==> src/rtl/instr_sequencer.sv <==
// Fetch/decode/issue sequencer: fetches instructions, resolves jumps and HALT locally,
// and issues all other opcodes to the datapath through an exec_en/exec_done handshake.
module instr_sequencer #(
  parameter int PC_W       = 8,
  parameter int CNT_W      = 16,
  parameter int START_ADDR = 0,
  parameter int TIMEOUT    = 15
) (
  input  logic             clk,
  input  logic             sys_rst,
  input  logic             start,
  output logic             imem_req,
  output logic [PC_W-1:0]  imem_addr,
  input  logic [31:0]      imem_rdata,
  input  logic             imem_valid,
  output logic [31:0]      ir,
  output logic             exec_en,
  input  logic             exec_done,
  input  logic             flag_zero,
  output logic [PC_W-1:0]  pc,
  output logic [CNT_W-1:0] instr_count,
  output logic             busy,
  output logic             halted,
  output logic             err
);

  localparam int WAIT_W = (TIMEOUT > 1) ? $clog2(TIMEOUT) : 1;
  localparam logic [WAIT_W-1:0] WAIT_LAST = WAIT_W'(TIMEOUT - 1);
  localparam logic [PC_W-1:0]   PC_ONE    = PC_W'(1);
  localparam logic [PC_W-1:0]   PC_START  = PC_W'(START_ADDR);
  localparam logic [CNT_W-1:0]  CNT_ONE   = CNT_W'(1);

  localparam logic [4:0] OP_JMP  = 5'd12;
  localparam logic [4:0] OP_JZ   = 5'd13;
  localparam logic [4:0] OP_JNZ  = 5'd14;
  localparam logic [4:0] OP_HALT = 5'd31;

  typedef enum logic [2:0] {IDLE, FETCH, DECODE, EXEC, HALTED} state_t;

  state_t            state, state_nx;
  logic [PC_W-1:0]   pc_nx;
  logic [31:0]       ir_nx;
  logic [CNT_W-1:0]  cnt_nx;
  logic              err_nx;
  logic [WAIT_W-1:0] wait_cnt, wait_nx;
  logic [4:0]        oper;
  logic [PC_W-1:0]   target;

  assign oper   = ir[31:27];
  assign target = PC_W'(ir[15:0]);

  // Next-state and register update logic for the whole sequencer.
  always_comb begin
    state_nx = state;
    pc_nx    = pc;
    ir_nx    = ir;
    cnt_nx   = instr_count;
    err_nx   = err;
    wait_nx  = wait_cnt;
    case (state)
      IDLE, HALTED: begin
        if (start) begin
          state_nx = FETCH;
          pc_nx    = PC_START;
          err_nx   = 1'b0;
          cnt_nx   = '0;
          wait_nx  = '0;
        end else begin
          state_nx = state;
        end
      end
      FETCH: begin
        if (imem_valid) begin
          ir_nx    = imem_rdata;
          wait_nx  = '0;
          state_nx = DECODE;
        end else if (wait_cnt == WAIT_LAST) begin
          err_nx   = 1'b1;
          wait_nx  = '0;
          state_nx = HALTED;
        end else begin
          wait_nx  = wait_cnt + 1'b1;
        end
      end
      DECODE: begin
        case (oper)
          OP_JMP: begin
            pc_nx    = target;
            cnt_nx   = instr_count + CNT_ONE;
            state_nx = FETCH;
          end
          OP_JZ: begin
            pc_nx    = flag_zero ? target : pc + PC_ONE;
            cnt_nx   = instr_count + CNT_ONE;
            state_nx = FETCH;
          end
          OP_JNZ: begin
            pc_nx    = !flag_zero ? target : pc + PC_ONE;
            cnt_nx   = instr_count + CNT_ONE;
            state_nx = FETCH;
          end
          OP_HALT: begin
            cnt_nx   = instr_count + CNT_ONE;
            state_nx = HALTED;
          end
          default: state_nx = EXEC;
        endcase
      end
      EXEC: begin
        if (exec_done) begin
          pc_nx    = pc + PC_ONE;
          cnt_nx   = instr_count + CNT_ONE;
          state_nx = FETCH;
        end else begin
          state_nx = EXEC;
        end
      end
      default: state_nx = IDLE;
    endcase
  end

  // State and architectural registers; reset overrides every transition.
  always_ff @(posedge clk) begin
    if (sys_rst) begin
      state       <= IDLE;
      pc          <= '0;
      ir          <= '0;
      instr_count <= '0;
      err         <= 1'b0;
      wait_cnt    <= '0;
    end else begin
      state       <= state_nx;
      pc          <= pc_nx;
      ir          <= ir_nx;
      instr_count <= cnt_nx;
      err         <= err_nx;
      wait_cnt    <= wait_nx;
    end
  end

  // Handshake and status outputs decode directly from the state register.
  assign imem_req  = (state == FETCH);
  assign imem_addr = pc;
  assign exec_en   = (state == EXEC);
  assign busy      = (state != IDLE) && (state != HALTED);
  assign halted    = (state == HALTED);

endmodule

==> config.mk <==
export PLATFORM = sky130hd
export DESIGN_NAME = instr_sequencer
export DESIGN_NICKNAME = d
export VERILOG_FILES = /design/src/rtl/instr_sequencer.sv
export SDC_FILE = /design/constraint.sdc
export NUM_CORES = 1
export LEC_CHECK = 0
export BUFFER_PORTS_ARGS = -buffer_cell sky130_fd_sc_hd__clkbuf_2
export CAP_MARGIN = 25
export CORE_MARGIN = 1.5
export CORE_UTILIZATION = 50
export CTS_CLUSTER_DIAMETER = 100
export DETAILED_ROUTE_END_ITERATION = 10
export PLACE_DENSITY = 0.86
export SETUP_SLACK_MARGIN = 0.4
export SYNTH_ARGS = -nofsm -noshare
export SYNTH_HDL_FRONTEND = slang
export SYNTH_SLANG_ARGS = --single-unit
export TNS_END_PERCENT = 30
==> constraint.sdc <==
create_clock -name clk -period 2.35 [get_ports clk]
set_input_delay 0.47 -clock clk [delete_from_list [all_inputs] [get_ports clk]]
set_output_delay 0.47 -clock clk [all_outputs]
set_load 0.02 [all_outputs]
==> flow_summary.yaml <==
outcome:
  status: "completed"
global_routing:
  antenna_found_initial: 0
  overflow: 0
  grt_pass1_wl_um: 12000
  grt_max_degree: 33
  grt_pass1_vias: 2661
  grt_use_total_pct: 23.2
placed_design:
  port_buffers: 106
  preCtsSetupSlack_ps: 328
  placed_cells: 538
  dp_hpwl_um: 5500
  routabilityCongestion: 0.868
finish:
  n_antenna_cell: 0
  area_delta_synth_final_pct: 23.1
  drive_gt1_share_pct: 31.7
  fin_cells: 555
  nNetsFinal: 517
routing:
  ant_nets: 0
  via_per_inst: 5.49
  dr_total_vias: 3049
  drcViolationCount: 0
  wl_um: 7610
  drt_iter0_drc: 192
  drtPass1Iterations: 4
  post_drt_wl_per_cell_um: 13.7
worst_hold_path:
  hold-path-cell-count: 3
  hold_class: "primary input to register"
power:
  p_comb_share_pct: 12.5
  peakVddDrop_mv: 0.469
  switchingPower_mw: 0.624
  pwr-share-clk_pct: 36.3
  switching_share_pct: 27.7
  power.density_nw_per_um2: 589
  p_int_mw: 1.63
  seq_power_share_pct: 51.2
  leakage_nw: 1.54
clock_network:
  cts_tree: "built"
  cts_max_path_buffers: 2
  cts_sinks: 64
  cts_root_buffer: "clkbuf_8"
  clk_latency_ps: 340
  tritoncts.num_buffers: 9
  path_clk_slew_ps: 70
  htree_levels: 3
  cts_hold_buf: 0
floorplanning:
  initial_utilization_pct: 52.2
  dieArea_um2: 6700
  fp.dieH_um: 81.8
  placementRows: 28
  core_area_um2: 5960
  ios: 107
  die_w_um: 81.8
sta:
  fmax_mhz: 525
  setup_viol: 0
  rsz0062_at_grt: "yes"
  maxSlewHeadroom_pct: 59.7
  worst_slew_pin_slew_ps: 604
  fin_skew_ps: 3.85
  fin_ws_ps: 444
  slew_viol_final: 0
  period_share_pct: 81.1
  hold_viol: 0
  tns_ps: 0
  fin_crit_ps: 1910
yosys:
  synth_area_um2: 3110
  ys_seq_elements: 64
  synth_edf_count: 0
  synthCells: 382
  yosysWarnings: 0
  synth_area_leaders: "dfxtp_1, nand2_1, a21oi_1"
  async_flop_share_pct: 0
  yosysUniqueCellTypes: 59
  synth_area_leader_cell: "dfxtp_1"
  syn_nets: 424
  yosysSeqAreaShare_pct: 41.2
  post-synth-top-area-fraction_pct: 41.2
  syn_avg_cell_area_um2: 8.14
  synth-main-ff-cell: "dfxtp_1"
critical_path:
  start_kind: "register"
  cpMaxStageDelayCell: "or4_1"
  path_class: "register to register"
  cp_top_family: "simple AND/OR/NAND/NOR gates"
  critPathMaxFanout: 11
  crit_arrival_ps: 2160
  cp_num_cells: 5
  crit_buf_inv: 0
  worstPathCellList: "and2b_2, and2_2, o21ai_2, or4_1, a21oi_1"
  endpoint_kind: "register"
  worst_r2r_path_depth: 5
  slowest_delay_ps: 540
  required_ps: 2610
flow_run:
  maxCapViolCount: 0
==> per-layer routing <==
layer	track usage, %	wire length [um]
met5	0	0
met4	10.2	82
met3	6.78	520
met2	37.0	3670
met1	29.0	3340
==> cell usage after synthesis (3+ instances only) <==
cell and instances:
nor3_1 4, a31oi_1 6, dfxtp_1 64, and2_1 6
o21ai_0 11, xor2_1 4, nor2_1 14, nand4_1 3
ha_1 4, buf_4 11, nand2_1 84, or3_1 10
buf_2 4, o32ai_1 3, mux2i_1 5, nand3_1 11
a21oi_1 53, nand3b_1 5, or4_1 5, clkbuf_1 12
inv_1 5, nand2b_1 8, o31ai_1 4, or2_2 5
==> cells by family (layout without fill, tap and decap cells) <==
kind of cell	Yosys count	after routing	share of synthesized area, %
buffers and inverters	34	132	5.84
and+or+nand+nor	171	171	27.7
adders and majority gates	4	4	1.61
DFF	64	64	41.2
muxes	5	5	1.61
xor gates and xnor gates	5	5	1.41
AOI/OAI and AO/OA	99	99	20.6
==> state kept, by name, summed over array words and instances (netlist names) <==
name         cells
ir              32
err              1
imem_addr        8
wait_cnt         4
state            3
instr_count     16
==> per-stage QoR <==
step | power (mW) | util [%] | area, um2 | hold WS (ps)
final | 2.25 | 64.2 | 3830 | 342
after global routing | 2.35 | 64.2 | 3830 | 342
after CTS | 2.26 | 63.5 | 3780 | 325
after detailed placement | 1.45 | 60.7 | 3610 | 449
after global placement | 1.44 | 60.7 | 3610 | 442
after floorplan | 1.36 | - | 3110 | 475
==> cells in the final DEF, fill, tap and decap left out, types with 3 or more instances in the layout <==
cell and n:
xor2_1 4, nand3_1 11, and2_1 5, nand3b_1 5, dfxtp_1 58, buf_4 4
o21ai_0 11, nand4_1 3, clkinv_2 4, nand2b_1 8, clkbuf_2 106, a31oi_1 5
or4_1 5, mux2i_1 5, nor2_1 13, a21oi_1 53, or3_1 10, nand2_1 84
clkbuf_8 10, nor3_1 4, inv_1 5, o31ai_1 4, or2_2 5, dfxtp_2 6
o32ai_1 3, ha_1 4
==> final cells by class <==
type / count / area [um2]
multi-input combinational: 284 / 1680
sequential: 64 / 1290
inverter: 5 / 18.8
tap: 75 / 93.8
clock buffer: 12 / 145
timing repair buffer: 111 / 581
clock inverter: 4 / 20.0
fill: 531 / 2130
==> worst min-delay path: cells and delay by family <==
family	cells	cell delay, ps
buffers and inverters	1	80
AOI/OAI and AO/OA	1	50
and+or+nand+nor	1	40
==> power by group through the flow <==
| stage | logic, mW | clock network (mW) | registers (mW) |
|---|---|---|---|
| floorplan | 0.165 | 0 | 1.19 |
| global placement | 0.271 | 0 | 1.17 |
| detailed placement | 0.277 | 0 | 1.17 |
| CTS | 0.279 | 0.829 | 1.15 |
| global route | 0.311 | 0.883 | 1.16 |
| finish | 0.282 | 0.817 | 1.15 |
==> timing repair <==
action / 4_1_cts / 5_1_grt
buffers inserted: 0 / 1
gates resized for setup: 5 / 8
setup endpoints to repair: 13 / 20
pin swaps: 1 / 1
==> worst paths after layout <==
check | startpoint | endpoint | slack, ps
max | state[2]$_SDFFE_PP0P_ | instr_count[5]$_SDFFE_PP0P_ | 440
min | imem_rdata[31] | ir[31]$_SDFFE_PP0P_ | 340
max reg2reg | state[2]$_SDFFE_PP0P_ | instr_count[5]$_SDFFE_PP0P_ | 440
min reg2reg | ir[12]$_SDFFE_PP0P_ | ir[12]$_SDFFE_PP0P_ | 460
No activity file was read; power rests on OpenSTA's default activity.
